==> src/rtl/wb_bus_pkg.sv <==
// wb_bus_pkg: shared state type and sizing helper for the Wishbone shared bus
package wb_bus_pkg;

    typedef enum logic [1:0] {IDLE, BUSY, ABORT} bus_state_t;

    function automatic int idx_w(input int n);
        return (n > 1) ? $clog2(n) : 1;
    endfunction

endpackage

==> src/rtl/wb_rr_arbiter.sv <==
// wb_rr_arbiter: combinational round-robin pick of the first requester after the last owner
module wb_rr_arbiter
    import wb_bus_pkg::*;
#(
    parameter int NUM_MASTERS = 4,
    localparam int IW = idx_w(NUM_MASTERS)
) (
    input  logic [NUM_MASTERS-1:0] req,
    input  logic [IW-1:0]          last,
    output logic [IW-1:0]          next,
    output logic                   valid
);

    // scan from the farthest distance inward so the nearest requester after last wins
    always_comb begin
        next = '0;
        valid = 1'b0;
        for (int k = NUM_MASTERS; k >= 1; k--) begin
            if (req[IW'((int'(last) + k) % NUM_MASTERS)]) begin
                next = IW'((int'(last) + k) % NUM_MASTERS);
                valid = 1'b1;
            end
        end
    end

endmodule

==> src/rtl/wb_shared_bus.sv <==
// wb_shared_bus: round-robin Wishbone shared bus with LOCK support and watchdog abort
module wb_shared_bus
    import wb_bus_pkg::*;
#(
    parameter int NUM_MASTERS = 4,
    parameter int ADR_W = 32,
    parameter int DAT_W = 64,
    parameter int TGD_W = 16,
    parameter int TIMEOUT = 255,
    localparam int SEL_W = DAT_W / 8
) (
    input  logic                         CLK_I,
    input  logic                         RST_I,
    input  logic [NUM_MASTERS-1:0]       m_CYC_I,
    input  logic [NUM_MASTERS-1:0]       m_STB_I,
    input  logic [NUM_MASTERS-1:0]       m_WE_I,
    input  logic [NUM_MASTERS-1:0]       m_LOCK_I,
    input  logic [NUM_MASTERS*ADR_W-1:0] m_ADR_I,
    input  logic [NUM_MASTERS*SEL_W-1:0] m_SEL_I,
    input  logic [NUM_MASTERS*DAT_W-1:0] m_DAT_I,
    input  logic [NUM_MASTERS*TGD_W-1:0] m_TGD_I,
    output logic [DAT_W-1:0]             m_DAT_O,
    output logic [TGD_W-1:0]             m_TGD_O,
    output logic [NUM_MASTERS-1:0]       m_ACK_O,
    output logic [NUM_MASTERS-1:0]       m_ERR_O,
    output logic [NUM_MASTERS-1:0]       m_RTY_O,
    output logic                         s_CYC_O,
    output logic                         s_STB_O,
    output logic                         s_WE_O,
    output logic                         s_LOCK_O,
    output logic [ADR_W-1:0]             s_ADR_O,
    output logic [SEL_W-1:0]             s_SEL_O,
    output logic [DAT_W-1:0]             s_DAT_O,
    output logic [TGD_W-1:0]             s_TGD_O,
    input  logic [DAT_W-1:0]             s_DAT_I,
    input  logic [TGD_W-1:0]             s_TGD_I,
    input  logic                         s_ACK_I,
    input  logic                         s_ERR_I,
    input  logic                         s_RTY_I,
    output logic [NUM_MASTERS-1:0]       gnt_o,
    output logic                         timeout_o
);

    localparam int IW = idx_w(NUM_MASTERS);
    localparam int CW = idx_w(TIMEOUT + 1);

    bus_state_t state, state_nx;
    logic [IW-1:0] owner, owner_nx, last, last_nx, arb_next;
    logic [CW-1:0] cnt;
    logic [NUM_MASTERS-1:0] onehot;
    logic arb_valid, held, live, term, hit, abort, rel;
    logic [ADR_W-1:0] adr [NUM_MASTERS];
    logic [SEL_W-1:0] sel [NUM_MASTERS];
    logic [DAT_W-1:0] dat [NUM_MASTERS];
    logic [TGD_W-1:0] tgd [NUM_MASTERS];

    for (genvar i = 0; i < NUM_MASTERS; i++) begin : g_unpack
        assign adr[i] = m_ADR_I[i*ADR_W +: ADR_W];
        assign sel[i] = m_SEL_I[i*SEL_W +: SEL_W];
        assign dat[i] = m_DAT_I[i*DAT_W +: DAT_W];
        assign tgd[i] = m_TGD_I[i*TGD_W +: TGD_W];
    end

    wb_rr_arbiter #(.NUM_MASTERS(NUM_MASTERS)) u_arb (
        .req   (m_CYC_I),
        .last  (held ? owner : last),
        .next  (arb_next),
        .valid (arb_valid)
    );

    assign held = state != IDLE;
    assign live = state == BUSY;
    assign onehot = NUM_MASTERS'(1) << owner;
    assign gnt_o = held ? onehot : '0;

    // the grant survives ABORT so the owner keeps its data path, but the slave sees the cycle end
    assign s_CYC_O = live && m_CYC_I[owner];
    assign s_STB_O = live && m_STB_I[owner];
    assign s_WE_O = held && m_WE_I[owner];
    assign s_LOCK_O = held && m_LOCK_I[owner];
    assign s_ADR_O = held ? adr[owner] : '0;
    assign s_SEL_O = held ? sel[owner] : '0;
    assign s_DAT_O = held ? dat[owner] : '0;
    assign s_TGD_O = held ? tgd[owner] : '0;
    assign m_DAT_O = s_DAT_I;
    assign m_TGD_O = s_TGD_I;

    // a real termination in the hit cycle beats the watchdog
    assign term = s_ACK_I || s_ERR_I || s_RTY_I;
    assign hit = (TIMEOUT != 0) && (cnt == CW'(TIMEOUT));
    assign abort = s_STB_O && !term && hit;
    assign rel = !m_CYC_I[owner] && (state == ABORT || !m_LOCK_I[owner]);

    assign m_ACK_O = (live && s_ACK_I) ? onehot : '0;
    assign m_ERR_O = ((live && s_ERR_I) || abort) ? onehot : '0;
    assign m_RTY_O = (live && s_RTY_I) ? onehot : '0;
    assign timeout_o = abort;

    // next owner: grant from idle, or hand over straight away when the owner releases
    always_comb begin
        state_nx = state;
        owner_nx = owner;
        last_nx = last;
        if (abort)
            state_nx = ABORT;
        else if (!held || rel) begin
            state_nx = arb_valid ? BUSY : IDLE;
            owner_nx = arb_valid ? arb_next : owner;
            last_nx = held ? owner : last;
        end
    end

    // state, owner pointers and stall counter
    always_ff @(posedge CLK_I or posedge RST_I) begin
        if (RST_I) begin
            state <= IDLE;
            owner <= '0;
            last <= IW'(NUM_MASTERS - 1);
            cnt <= '0;
        end else begin
            state <= state_nx;
            owner <= owner_nx;
            last <= last_nx;
            cnt <= (s_STB_O && !term && !abort) ? cnt + 1'b1 : '0;
        end
    end

endmodule

==> config.mk <==
export PLATFORM = sky130hd
export DESIGN_NAME = wb_shared_bus
export DESIGN_NICKNAME = d
export VERILOG_FILES = /design/src/rtl/wb_bus_pkg.sv /design/src/rtl/wb_rr_arbiter.sv /design/src/rtl/wb_shared_bus.sv
export SDC_FILE = /design/constraint.sdc
export NUM_CORES = 1
export LEC_CHECK = 0
export CAP_MARGIN = 0
export CORE_AREA = 2 2 313 315
export DETAILED_ROUTE_END_ITERATION = 10
export DIE_AREA = 0 0 315 317
export SYNTH_ARGS = -nofsm -noshare
export SYNTH_HDL_FRONTEND = slang
export SYNTH_SLANG_ARGS = --single-unit
==> constraint.sdc <==
create_clock -name CLK_I -period 2.7 [get_ports CLK_I]
set_input_delay 0.54 -clock CLK_I [delete_from_list [all_inputs] [get_ports CLK_I]]
set_output_delay 0.54 -clock CLK_I [all_outputs]
set_load 0.02 [all_outputs]
==> run summary <==
Worst endpoint required time: 2160 ps
Synth unique cells: 40
#FFs+latches synth: 14
Worst VDD drop: 0.354 mV
Filler cells: 10,900
Crit path max-delay family: buffers and inverters
Fin Hold WS: 483 ps
Fin. max-slew vios: 0
Final Non-Filler Cells: 2,340
Setup WS post-layout: 37.7 ps
Sequential-to-total area share from yosys stat: 6.72%
Nature of the critical path endpoint: output pin
Clock slew at reported path FFs: 50 ps
Slew @ Worst Pin: 577 ps
Critical path data arrival time: 2120 ps
Area growth from synthesis to layout: 155%
P per Cell Area: 879 nW/µm²
Die Area: 99,900 µm²
MaxCap Viol Count: 0
Sinks on the clock net: 14
Synthesized area: 5250 µm²
Die Y: 317 µm
Routed WL: 60,900 µm
Clock tree buffer depth: 2
# rows: 114
Final nets: 1,638
Die X-Extent: 315 µm
LEAKAGE: 0.00470 µW
Design area: 13,400 µm²
Antenna Violating Nets Remaining: 0
Total track usage: 11.4%
Antenna violations before repair: 27
Tmin final: 2660 ps
H-tree Lvls: 1
1st-iter DRT viols: 270
Vias in the first global route: 7,424
YS warnings: 0
Routed vias: 6,865
Syn Nets: 1,061
Final setup vio count: 0
Congestion Overflow GR: 0
Placed inst area: 13,000 µm²
Worst path slowest cell: mux4_2
IO Pins: 802
FMAX: 376 MHz
Status: finished, final reports clean
Register-to-register setup slack: 130 ps
Root buf cell: clkbuf_16
Initial Util: 5.45%
Layout cells sized above 1: 29.3%
Wire length per cell: 26.0 µm
Crit Path Max Fanout: 22
First-pass GRT wire length: 74,000 µm
Worst-path cell chain: buf_12 -> buf_16 -> mux4_2 -> nor2b_1 -> buf_4
Crit Path Category: reg -> out
Hold crit path type: reg -> reg
Initial DRT Pass Iterations: 6
Slowest cell delay on critical path: 570 ps
Area of the core: 96,300 µm²
Buf+Inv Stages, Crit Path: 3
Setup crit start kind: register
Placed cells: 2,312
Post-place setup slack: -326 ps
Clk_lat worst skew: 240 ps
Period utilisation layout: 98.6%
CTS Buf Count: 3
RSZ-0062 raised after global routing: true
Clock Skews: 3.50 ps
Largest net degree at the start of global routing: 57
Avg Cell Area, Syn: 11.0 µm²
Ys async rst share: 100%
Final HPWL DP: 54,700 µm
Number of flops mapped to enable cells by yosys: 0
Final core occ: 13.9%
PortBufs: 641
Cts hold-fix bufs: 0
Final hold vios: 0
Number of remaining DRC errors: 0
Top_reg_cell synth: dfrtp_1
RD Place Congestion: 0.857
Gate Count Post-Synth: 479
Normalized max-slew margin: 61.5%
CTS tree: built
DR vias/cell: 2.93
repair_timing:
action	in CTS	in global routing
setup buffers	5	4
setup endpoints to repair	111	40
resized for setup	85	24
gates cloned	3	3
worst register-to-register path, stage by stage (launching register included):
cell and delay [ps]:
dfrtp_4 460, buf_12 160, buf_4 160, mux4_2 600
buf_4 190, o21a_1 190, a311oi_4 270, nand2b_2 110
mux2_4 300
where the power goes:
part	switching, µW	internal, µW	total [µW]
combinational	5670	5450	11100
sequential	53.3	265	318
clock	88.1	225	313
metal layers:
layer | track usage, % | vias to the layer above | wire [µm]
li1 | - | 2904 | -
met1 | 13.7 | 3352 | 24000
met2 | 18.7 | 535 | 27700
met3 | 6.04 | 44 | 8640
met4 | 0.758 | 30 | 371
met5 | 0 | - | 204
placed cells by master, fill, tap and decap left out, types with 3 or more instances in the layout:
master	Yosys	layout
clkdlybuf4s50_1	0	509
mux4_2	123	123
nor2b_1	122	118
buf_4	80	100
buf_12	0	36
nor2_1	32	31
dlygate4sd2_1	0	19
dfrtp_1	12	10
buf_2	14	10
diode_2	0	9
nand3_1	6	6
nand2_1	6	6
clkbuf_16	0	6
buf_6	1	6
a21oi_1	5	5
buf_16	0	5
inv_1	4	4
mux2i_1	4	4
nand2b_1	4	4
clkdlybuf4s15_1	0	4
xor2_1	3	3
xnor2_1	3	3
dlymetal6s2s_1	0	3
logic make-up (layout without fill, tap and decap cells):
logic type / count (synthesis) / after routing / share of synthesized area [%]
fa+ha+maj: 1 / 1 / 0.238
other cells: 0 / 9 / 0
xor+xnor: 6 / 6 / 1.00
flops: 14 / 14 / 6.72
mux: 129 / 129 / 54.0
buf+inv: 129 / 705 / 15.4
simple gates: 184 / 184 / 20.1
compound gates: 16 / 16 / 2.50
flip-flops by register name, summed over array words and instances, names as in the netlist:
| signal | flops |
|---|---|
| cnt | 8 |
| last | 2 |
| state | 2 |
| owner | 2 |
Yosys cell counts, types with 2 or more instances:
| cell type | n | area, µm² |
|---|---|---|
| nor2b_1 | 122 | 763 |
| nand3_1 | 6 | 30.0 |
| clkbuf_1 | 22 | 82.6 |
| dfstp_2 | 2 | 52.6 |
| and3_1 | 3 | 18.8 |
| inv_1 | 4 | 15.0 |
| nor3_1 | 3 | 15.0 |
| xor2_1 | 3 | 26.3 |
| a21oi_1 | 5 | 25.0 |
| nand2b_1 | 4 | 25.0 |
| nor2_1 | 32 | 120 |
| or2_2 | 2 | 12.5 |
| nand2_1 | 6 | 22.5 |
| mux4_2 | 123 | 2770 |
| buf_4 | 80 | 601 |
| mux2i_1 | 4 | 40.0 |
| buf_2 | 14 | 70.1 |
| a31oi_1 | 2 | 12.5 |
| buf_1 | 8 | 30.0 |
| xnor2_1 | 3 | 26.3 |
| dfrtp_1 | 12 | 300 |
through the flow:
stage | setup TNS, ps | power (µW)
2_1_floorplan | 0 | 5450
6_report | 0 | 11800
3_3_place_gp | -1960 | 11300
5_1_grt | -77.9 | 12500
3_5_place_dp | -1760 | 11300
4_1_cts | -33.3 | 12000
final timing paths:
check	start	to	cells past startpoint
max in group asynchronous	RST_I	owner[1]$_DFFE_PP0P_	2
setup / recovery	owner[0]$_DFFE_PP0P_	s_ADR_O[15]	5
hold / removal	cnt[0]$_DFF_PP0_	cnt[0]$_DFF_PP0_	1
setup reg to reg	owner[0]$_DFFE_PP0P_	owner[0]$_DFFE_PP0P_	8
min in group asynchronous	RST_I	state[1]$_DFFE_PP0P_	2
hold reg to reg	cnt[0]$_DFF_PP0_	cnt[0]$_DFF_PP0_	1
area by class of cell:
| class | instances | area (µm²) | share of cell area (%) |
|---|---|---|---|
| antenna | 9 | 22.5 | 0.168 |
| sequential | 14 | 360 | 2.70 |
| inverter | 4 | 15.0 | 0.112 |
| tap | 1276 | 1600 | 11.9 |
| clock buffer | 4 | 88.8 | 0.665 |
| timing repair buffer | 697 | 7160 | 53.5 |
| multi-input combinational | 336 | 4130 | 30.9 |
(Power assumes the default switching activity.)
